**src/rtl/ste_avg_pkg.sv**
```systemverilog
// Shared types and helpers for the moving-average filter.
// Latency: n/a (declarations only).
// Backpressure: n/a.
package ste_avg_pkg;

  typedef enum logic [1:0] {
    ST_EMPTY = 2'd0,
    ST_FILL  = 2'd1,
    ST_FULL  = 2'd2
  } state_e;

  // Requested window exponent limited to what the ring buffer can hold.
  function automatic int clamp_win(input int k, input int max);
    return (k > max) ? max : k;
  endfunction

  // Accumulator width: a full window of max-valued samples never overflows.
  function automatic int sum_width(input int data_w, input int max_log2);
    return data_w + max_log2;
  endfunction

endpackage

```
**src/rtl/ste_avg_ringbuf.sv**
```systemverilog
// Sample history memory: one write port, one combinational read port.
// Latency: write visible the cycle after wr_vld; read is combinational.
// Backpressure: none; a write is accepted every cycle wr_vld is high.
module ste_avg_ringbuf #(
  parameter int DATA_W = 16,
  parameter int ADDR_W = 3
) (
  input  logic              clk,
  input  logic              wr_vld,
  input  logic [ADDR_W-1:0] wr_addr,
  input  logic [DATA_W-1:0] wr_dat,
  input  logic [ADDR_W-1:0] rd_addr,
  output logic [DATA_W-1:0] rd_dat
);

  logic [DATA_W-1:0] mem_q [2**ADDR_W];

  // Store the incoming sample; contents are not reset since fill tracking masks stale entries.
  always_ff @(posedge clk) begin
    if (wr_vld) begin
      mem_q[wr_addr] <= wr_dat;
    end
  end

  // Same-address read returns the value from before this cycle's write.
  assign rd_dat = mem_q[rd_addr];

endmodule

```
**src/rtl/ste_avg_mavg.sv**
```systemverilog
// Boxcar moving average over the last 2^k samples, k selectable at run time.
// Latency: one cycle from din_update_i to dout_o/dout_update_o; a strobe every cycle is accepted.
// Backpressure: none; strobe-driven path that never stalls, clear/window change drop a same-cycle sample.
module ste_avg_mavg
  import ste_avg_pkg::*;
#(
  parameter int DATA_W   = 16,
  parameter int MAX_LOG2 = 3,
  parameter int ROUND    = 0
) (
  input  logic                          clk,
  input  logic                          rst,
  input  logic [DATA_W-1:0]             din_i,
  input  logic                          din_update_i,
  input  logic                          avg_clr_i,
  input  logic [$clog2(MAX_LOG2+1)-1:0] win_log2_i,
  output logic [DATA_W-1:0]             dout_o,
  output logic                          dout_update_o,
  output logic                          dout_full_o
);

  localparam int WIN_W = $clog2(MAX_LOG2 + 1);
  localparam int SUM_W = sum_width(DATA_W, MAX_LOG2);
  localparam int CNT_W = MAX_LOG2 + 1;

  logic [SUM_W-1:0]    acc_q, acc_d;
  logic [MAX_LOG2-1:0] wr_ptr_q, wr_ptr_d;
  logic [CNT_W-1:0]    fill_cnt_q, fill_cnt_d;
  logic [WIN_W-1:0]    win_q, win_d;
  state_e              state_q, state_d;
  logic [DATA_W-1:0]   dout_q, dout_d;
  logic                dout_update_q, dout_update_d;
  logic                dout_full_q, dout_full_d;

  logic [WIN_W-1:0]    win_req;
  logic                win_chg;
  logic [CNT_W-1:0]    n_cnt;
  logic [MAX_LOG2-1:0] rd_addr;
  logic [DATA_W-1:0]   rd_dat;
  logic [DATA_W-1:0]   old_dat;
  logic [SUM_W-1:0]    acc_n;
  logic [SUM_W:0]      rnd_add;
  logic [SUM_W:0]      avg_sum;
  logic                wr_vld;

  ste_avg_ringbuf #(
    .DATA_W (DATA_W),
    .ADDR_W (MAX_LOG2)
  ) u_ringbuf (
    .clk     (clk),
    .wr_vld  (wr_vld),
    .wr_addr (wr_ptr_q),
    .wr_dat  (din_i),
    .rd_addr (rd_addr),
    .rd_dat  (rd_dat)
  );

  // Datapath: window size, oldest sample to retire, new sum and its scaled/rounded form.
  always_comb begin
    win_req = WIN_W'(clamp_win(int'(win_log2_i), MAX_LOG2));
    win_chg = (win_req != win_q);
    n_cnt   = CNT_W'(1) << win_q;
    // At full depth the offset wraps to zero, so the read hits the slot about to be overwritten.
    rd_addr = wr_ptr_q - n_cnt[MAX_LOG2-1:0];
    old_dat = (fill_cnt_q == n_cnt) ? rd_dat : '0;
    acc_n   = acc_q + SUM_W'(din_i) - SUM_W'(old_dat);
    rnd_add = '0;
    if (ROUND != 0 && win_q != '0) begin
      rnd_add = (SUM_W+1)'(1) << (win_q - WIN_W'(1));
    end
    avg_sum = {1'b0, acc_n} + rnd_add;
  end

  // Next state: clear/window change beat a sample update; otherwise accumulate on the strobe.
  always_comb begin
    acc_d         = acc_q;
    wr_ptr_d      = wr_ptr_q;
    fill_cnt_d    = fill_cnt_q;
    win_d         = win_q;
    state_d       = state_q;
    dout_d        = dout_q;
    dout_full_d   = dout_full_q;
    dout_update_d = 1'b0;
    wr_vld        = 1'b0;
    if (avg_clr_i || win_chg) begin
      acc_d       = '0;
      wr_ptr_d    = '0;
      fill_cnt_d  = '0;
      win_d       = win_req;
      state_d     = ST_EMPTY;
      dout_d      = '0;
      dout_full_d = 1'b0;
    end else if (din_update_i) begin
      wr_vld        = 1'b1;
      acc_d         = acc_n;
      wr_ptr_d      = wr_ptr_q + MAX_LOG2'(1);
      fill_cnt_d    = (fill_cnt_q == n_cnt) ? fill_cnt_q : fill_cnt_q + CNT_W'(1);
      dout_d        = DATA_W'(avg_sum >> win_q);
      dout_update_d = 1'b1;
      dout_full_d   = dout_full_q | (fill_cnt_d == n_cnt);
      state_d       = (fill_cnt_d == n_cnt) ? ST_FULL : ST_FILL;
    end
  end

  // State and output registers; reset clears everything except the ring memory.
  always_ff @(posedge clk or posedge rst) begin
    if (rst) begin
      acc_q         <= '0;
      wr_ptr_q      <= '0;
      fill_cnt_q    <= '0;
      win_q         <= WIN_W'(clamp_win(0, MAX_LOG2));
      state_q       <= ST_EMPTY;
      dout_q        <= '0;
      dout_update_q <= 1'b0;
      dout_full_q   <= 1'b0;
    end else begin
      acc_q         <= acc_d;
      wr_ptr_q      <= wr_ptr_d;
      fill_cnt_q    <= fill_cnt_d;
      win_q         <= win_d;
      state_q       <= state_d;
      dout_q        <= dout_d;
      dout_update_q <= dout_update_d;
      dout_full_q   <= dout_full_d;
    end
  end

  assign dout_o        = dout_q;
  assign dout_update_o = dout_update_q;
  assign dout_full_o   = dout_full_q;

endmodule
```
**config.mk**
```make
export PLATFORM = sky130hd
export DESIGN_NAME = ste_avg_mavg
export DESIGN_NICKNAME = d
export VERILOG_FILES = /design/src/rtl/ste_avg_pkg.sv /design/src/rtl/ste_avg_ringbuf.sv /design/src/rtl/ste_avg_mavg.sv
export SDC_FILE = /design/constraint.sdc
export NUM_CORES = 1
export LEC_CHECK = 0
export ABC_AREA = 1
export CORE_UTILIZATION = 55
export DETAILED_ROUTE_END_ITERATION = 16
export HOLD_SLACK_MARGIN = 0.05
export PLACE_DENSITY = 0.76
export SLEW_MARGIN = 20
export SYNTH_ARGS = -nofsm -noshare
export SYNTH_HDL_FRONTEND = slang
export SYNTH_SLANG_ARGS = --single-unit
```
**constraint.sdc**
```tcl
create_clock -name clk -period 4 [get_ports clk]
set_clock_uncertainty 0.1 [all_clocks]
set_input_delay 0.6 -clock clk [delete_from_list [all_inputs] [get_ports clk]]
set_output_delay 0.6 -clock clk [all_outputs]
set_load 0.05 [all_outputs]
```
==> results by group <==
Synth
  • Net count of the mapped netlist: 998
  • Ys Warns: 0
  • Number of cells produced by synthesis: 937
  • Post-synth top area cell: sky130_fd_sc_hd__edfxtp_1
  • Dominant cells by area after synthesis: sky130_fd_sc_hd__edfxtp_1 (43%), sky130_fd_sc_hd__dfrtp_1 (13%), sky130_fd_sc_hd__nand2_1 (6.8%)
  • Number of unique standard cell types used by synthesis: 37
  • Post-synthesis sequential element count: 174
  • Average footprint of a synthesized cell: 9.60 um2
  • Share of the synthesized area in the top cell type: 0.427
  • Post-synthesis instance area: 9000 um2
  • Portion of the post-synthesis area used by sequential elements: 0.555

Routing
  • Detailed-route vias per instance: 5.95
  • Pre-antenna DRT Iters: 5
  • Number of vias after detailed routing: 7662
  • Count of routing violations after the opening detailed-route iteration: 1060
  • Post-detailed-routing wire length: 27300 um
  • Total DRC errors in the routed layout: 0
  • Mean routed wirelength per cell: 21.2 um
  • Post-DRT Antenna Nets: 0

Timing
  • Final Cycle Share: 1.11
  • Maximum operating frequency: 226 MHz
  • Worst Setup Slack, final: -0.424 ns
  • Worst slew slack as a fraction of its limit: 0.436
  • Final Max Slew Viols: 0
  • Final Hold Viols: 0
  • Worst hold slack across all endpoints: 0.373 ns
  • Tmin final: 4.42 ns
  • Slew at the pin with the worst max-slew slack: 0.845 ns
  • Sum Neg Setup Slack: -9.85 ns
  • RSZ-0062 raised after global routing: yes
  • Final setup violation count: 33

Power
  • IR drop worst, VDD: 0.000426 V
  • Leak Pwr: 4.99 nW
  • Pwr dens: 509 nW/um2

Final layout
  • Area added between synthesis and finish: 35.0%
  • Fraction of final layout cells sized beyond drive strength 1: 0.322
  • Count of antenna diodes in the layout: 0
  • Layout filler cell count: 952
  • Final net count: 1119

Place
  • Hpwl dp: 14800 um
  • Pre-CTS WS: -0.504 ns
  • Global placement routability congestion: 0.910
  • Port-buffer cells: 39

Setup path
  • Required time of the worst setup path: 4.24 ns
  • Critical path start-end classification: reg -> reg
  • Cell-by-cell trace of the critical path: nor2_4 > ha_2 > inv_2 > fa_2 > xor2_2 > or2_4 > nand2_8 > buf_12 > o311a_4 > fa_1 > inv_1 > ha_4 > nand2_1 > nand2_1 > inv_1 > nand2_1 > nand2_2 > nand3_4 > or2_4 > nand3_2 > nand3_1 > nand3_1 > nand2_1
  • CP Data Arrival Time: 4.66 ns
  • Maximum net fanout on the critical path: 7
  • Critical-path top delay cell: sky130_fd_sc_hd__fa_1
  • Crit path largest cell delay: 0.52 ns
  • Startpoint type of the worst setup path: flip-flop
  • Cell seen most often among critical-path stages: sky130_fd_sc_hd__nand2_1
  • Kind of end point of the critical path: flip-flop

CTS
  • Clock-pin slew of the registers on the worst-case setup and hold paths: 0.07 ns
  • Count of H-tree levels built during CTS: 4
  • Clk Tree Root Cell: sky130_fd_sc_hd__clkbuf_16
  • Clock buffer count from CTS: 17
  • CTS tree: done
  • Clock Latency Late Sink: 0.45 ns
  • Count of hold-fix buffers inserted at cts: 0
  • Deepest clock path buffer count: 2
  • Count of clock tree sinks: 174

Global routing
  • Gr ovfl total: 0
  • Antenna violations before repair: 0
  • Overall track demand over capacity in global routing: 0.295
  • Number of global-route vias before repair: 7191
  • Wire length of the first global-routing pass: 36900 um
  • Pin count of the biggest net entering global routing: 51

Run status
  • Failing checks: negative setup slack
  • Status: complete, but fails checks

Hold path
  • Min-delay worst type: reg -> reg

Floorplan
  • Total I/O pin count: 40
  • Initial Util: 0.564
  • Area inside the core boundary: 15900 um2
  • Number of placement rows: 46
  • Die Footprint: 16900 um2
  • X dimension of the die: 130 um
  • Die Height: 130 um

Flow run
  • Count of max-cap constraint violations: 0
cell families after synthesis:
kind of cell	Yosys count	synth area share
XOR/XNOR	16	0.0156
buffers and inverters	164	0.0751
AND/OR/NAND/NOR	392	0.183
flip-flops	174	0.555
adder cells (fa/ha/maj)	39	0.0684
AO/OA/AOI/OAI	152	0.103
placed cells by master (no fill, tap or decap), types with 10 or more instances in the layout:
| master | count |
|---|---|
| sky130_fd_sc_hd__inv_2 | 21 |
| sky130_fd_sc_hd__clkbuf_16 | 17 |
| sky130_fd_sc_hd__nand3_2 | 29 |
| sky130_fd_sc_hd__edfxtp_1 | 128 |
| sky130_fd_sc_hd__nand2_2 | 42 |
| sky130_fd_sc_hd__nand2_1 | 102 |
| sky130_fd_sc_hd__nor2_1 | 114 |
| sky130_fd_sc_hd__buf_6 | 12 |
| sky130_fd_sc_hd__inv_1 | 103 |
| sky130_fd_sc_hd__clkdlybuf4s50_1 | 39 |
| sky130_fd_sc_hd__ha_4 | 16 |
| sky130_fd_sc_hd__o221ai_1 | 10 |
| sky130_fd_sc_hd__o21ai_0 | 68 |
| sky130_fd_sc_hd__buf_4 | 78 |
| sky130_fd_sc_hd__o21ai_1 | 15 |
| sky130_fd_sc_hd__nand2_4 | 22 |
| sky130_fd_sc_hd__fa_1 | 14 |
| sky130_fd_sc_hd__a21oi_2 | 10 |
| sky130_fd_sc_hd__dfrtp_1 | 45 |
| sky130_fd_sc_hd__nand3_1 | 41 |
registers in the layout, summed over array words and instances (netlist names):
| signal | count |
|---|---|
| dout_o | 16 |
| u_ringbuf.mem_q | 128 |
| fill_cnt_q | 4 |
| dout_update_o | 1 |
| win_q | 2 |
| dout_full_o | 1 |
| wr_ptr_q | 3 |
| acc_q | 19 |
report_power, final:
group	switching (W)	leakage [nW]	internal, W	total [W]
Clock	0.000778	0.267	0.000815	0.00159
Combinational	0.00152	2.94	0.00109	0.00261
Sequential	0.0000143	1.78	0.00197	0.00198
Total	0.00231	4.99	0.00388	0.00619
worst max-delay path: cells and delay by family (launching register included):
kind            cells  cell delay (ns)
flops               1             0.44
compound gates      1             0.30
xor+xnor            1             0.20
simple gates       13             1.53
fa+ha+maj           4             1.30
buf+inv             4             0.40
cells in the mapped netlist:
library cell                 n
sky130_fd_sc_hd__clkbuf_1   20
sky130_fd_sc_hd__dfrtp_1    46
sky130_fd_sc_hd__nor2_1    124
sky130_fd_sc_hd__clkinv_4    1
sky130_fd_sc_hd__a22oi_1     2
sky130_fd_sc_hd__o21bai_1    1
sky130_fd_sc_hd__buf_1       4
sky130_fd_sc_hd__o21ai_1    13
sky130_fd_sc_hd__buf_4       1
sky130_fd_sc_hd__nor2_4      3
sky130_fd_sc_hd__o211ai_1    2
sky130_fd_sc_hd__nand3_1    78
sky130_fd_sc_hd__buf_6       5
sky130_fd_sc_hd__buf_2       7
sky130_fd_sc_hd__nor3b_2     1
sky130_fd_sc_hd__a21oi_2     1
sky130_fd_sc_hd__nand4_1     1
sky130_fd_sc_hd__and3_1      2
sky130_fd_sc_hd__xnor2_1     4
sky130_fd_sc_hd__a21o_1      1
sky130_fd_sc_hd__edfxtp_1  128
sky130_fd_sc_hd__xor2_1     12
sky130_fd_sc_hd__o311a_1    15
sky130_fd_sc_hd__fa_1       17
sky130_fd_sc_hd__ha_1       22
sky130_fd_sc_hd__or2_2       3
sky130_fd_sc_hd__a21oi_1    17
sky130_fd_sc_hd__nor3_1     10
sky130_fd_sc_hd__o22ai_1    10
sky130_fd_sc_hd__inv_6       1
sky130_fd_sc_hd__o21ai_0    75
sky130_fd_sc_hd__nand3b_1    3
sky130_fd_sc_hd__inv_1     122
sky130_fd_sc_hd__inv_2       3
sky130_fd_sc_hd__o221ai_1   15
sky130_fd_sc_hd__nand2_2     4
sky130_fd_sc_hd__nand2_1   163
cell type report:
class,instances,area (um2),share of cell area
Timing Repair Buffer,137,1270,0.105
Tap cell,216,270,0.0222
Clock inverter,15,135,0.0111
Clock buffer,17,425,0.0350
Multi-Input combinational cell,601,4570,0.376
Sequential cell,174,5000,0.411
Inverter,127,488,0.0402
final timing paths:
check                                 startpoint                    end  slack, ns  cells past startpoint
min in group asynchronous                    rst  acc_q[12]$_DFFE_PP0P_       0.52                      2
setup / recovery            win_q[1]$_DFFE_PP0N_  dout_o[8]$_DFFE_PP0P_      -0.42                     23
setup reg to reg            win_q[1]$_DFFE_PP0N_  dout_o[8]$_DFFE_PP0P_      -0.42                     23
hold reg to reg            dout_o[5]$_DFFE_PP0P_  dout_o[5]$_DFFE_PP0P_       0.37                      2
max in group asynchronous                    rst   win_q[1]$_DFFE_PP0N_       2.74                      2
hold / removal             dout_o[5]$_DFFE_PP0P_  dout_o[5]$_DFFE_PP0P_       0.37                      2
what timing repair did:
| item | 4_1_cts | 5_1_grt |
|---|---|---|
| pin swaps | 26 | 63 |
| setup buffers | 11 | 11 |
| gates cloned | 2 | 0 |
| gates resized for setup | 66 | 180 |
| hold endpoints to repair | 0 | 0 |
| setup endpoints to repair | 33 | 33 |
metrics by stage:
| stage | cell area (um2) | utilization | power, W | instances |
|---|---|---|---|---|
| 6_report | 12200 | 0.762 | 0.00619 | 1287 |
| 5_1_grt | 12200 | 0.762 | 0.00640 | 1287 |
| 4_1_cts | 11300 | 0.706 | 0.00547 | 1277 |
| 3_5_place_dp | 10300 | 0.644 | 0.00371 | 1232 |
| 3_3_place_gp | 10300 | 0.644 | 0.00368 | 1232 |
| 2_1_floorplan | 9160 | - | 0.00304 | 937 |
routing by layer:
| layer | vias to the layer above | global-route usage | wire length, um |
|---|---|---|---|
| li1 | 3399 | - | - |
| met1 | 3724 | 0.384 | 10300 |
| met2 | 427 | 0.484 | 13800 |
| met3 | 112 | 0.0476 | 1880 |
| met4 | 0 | 0.146 | 1360 |
| met5 | - | 0 | 0 |
Power figures use the tool's default switching activity.
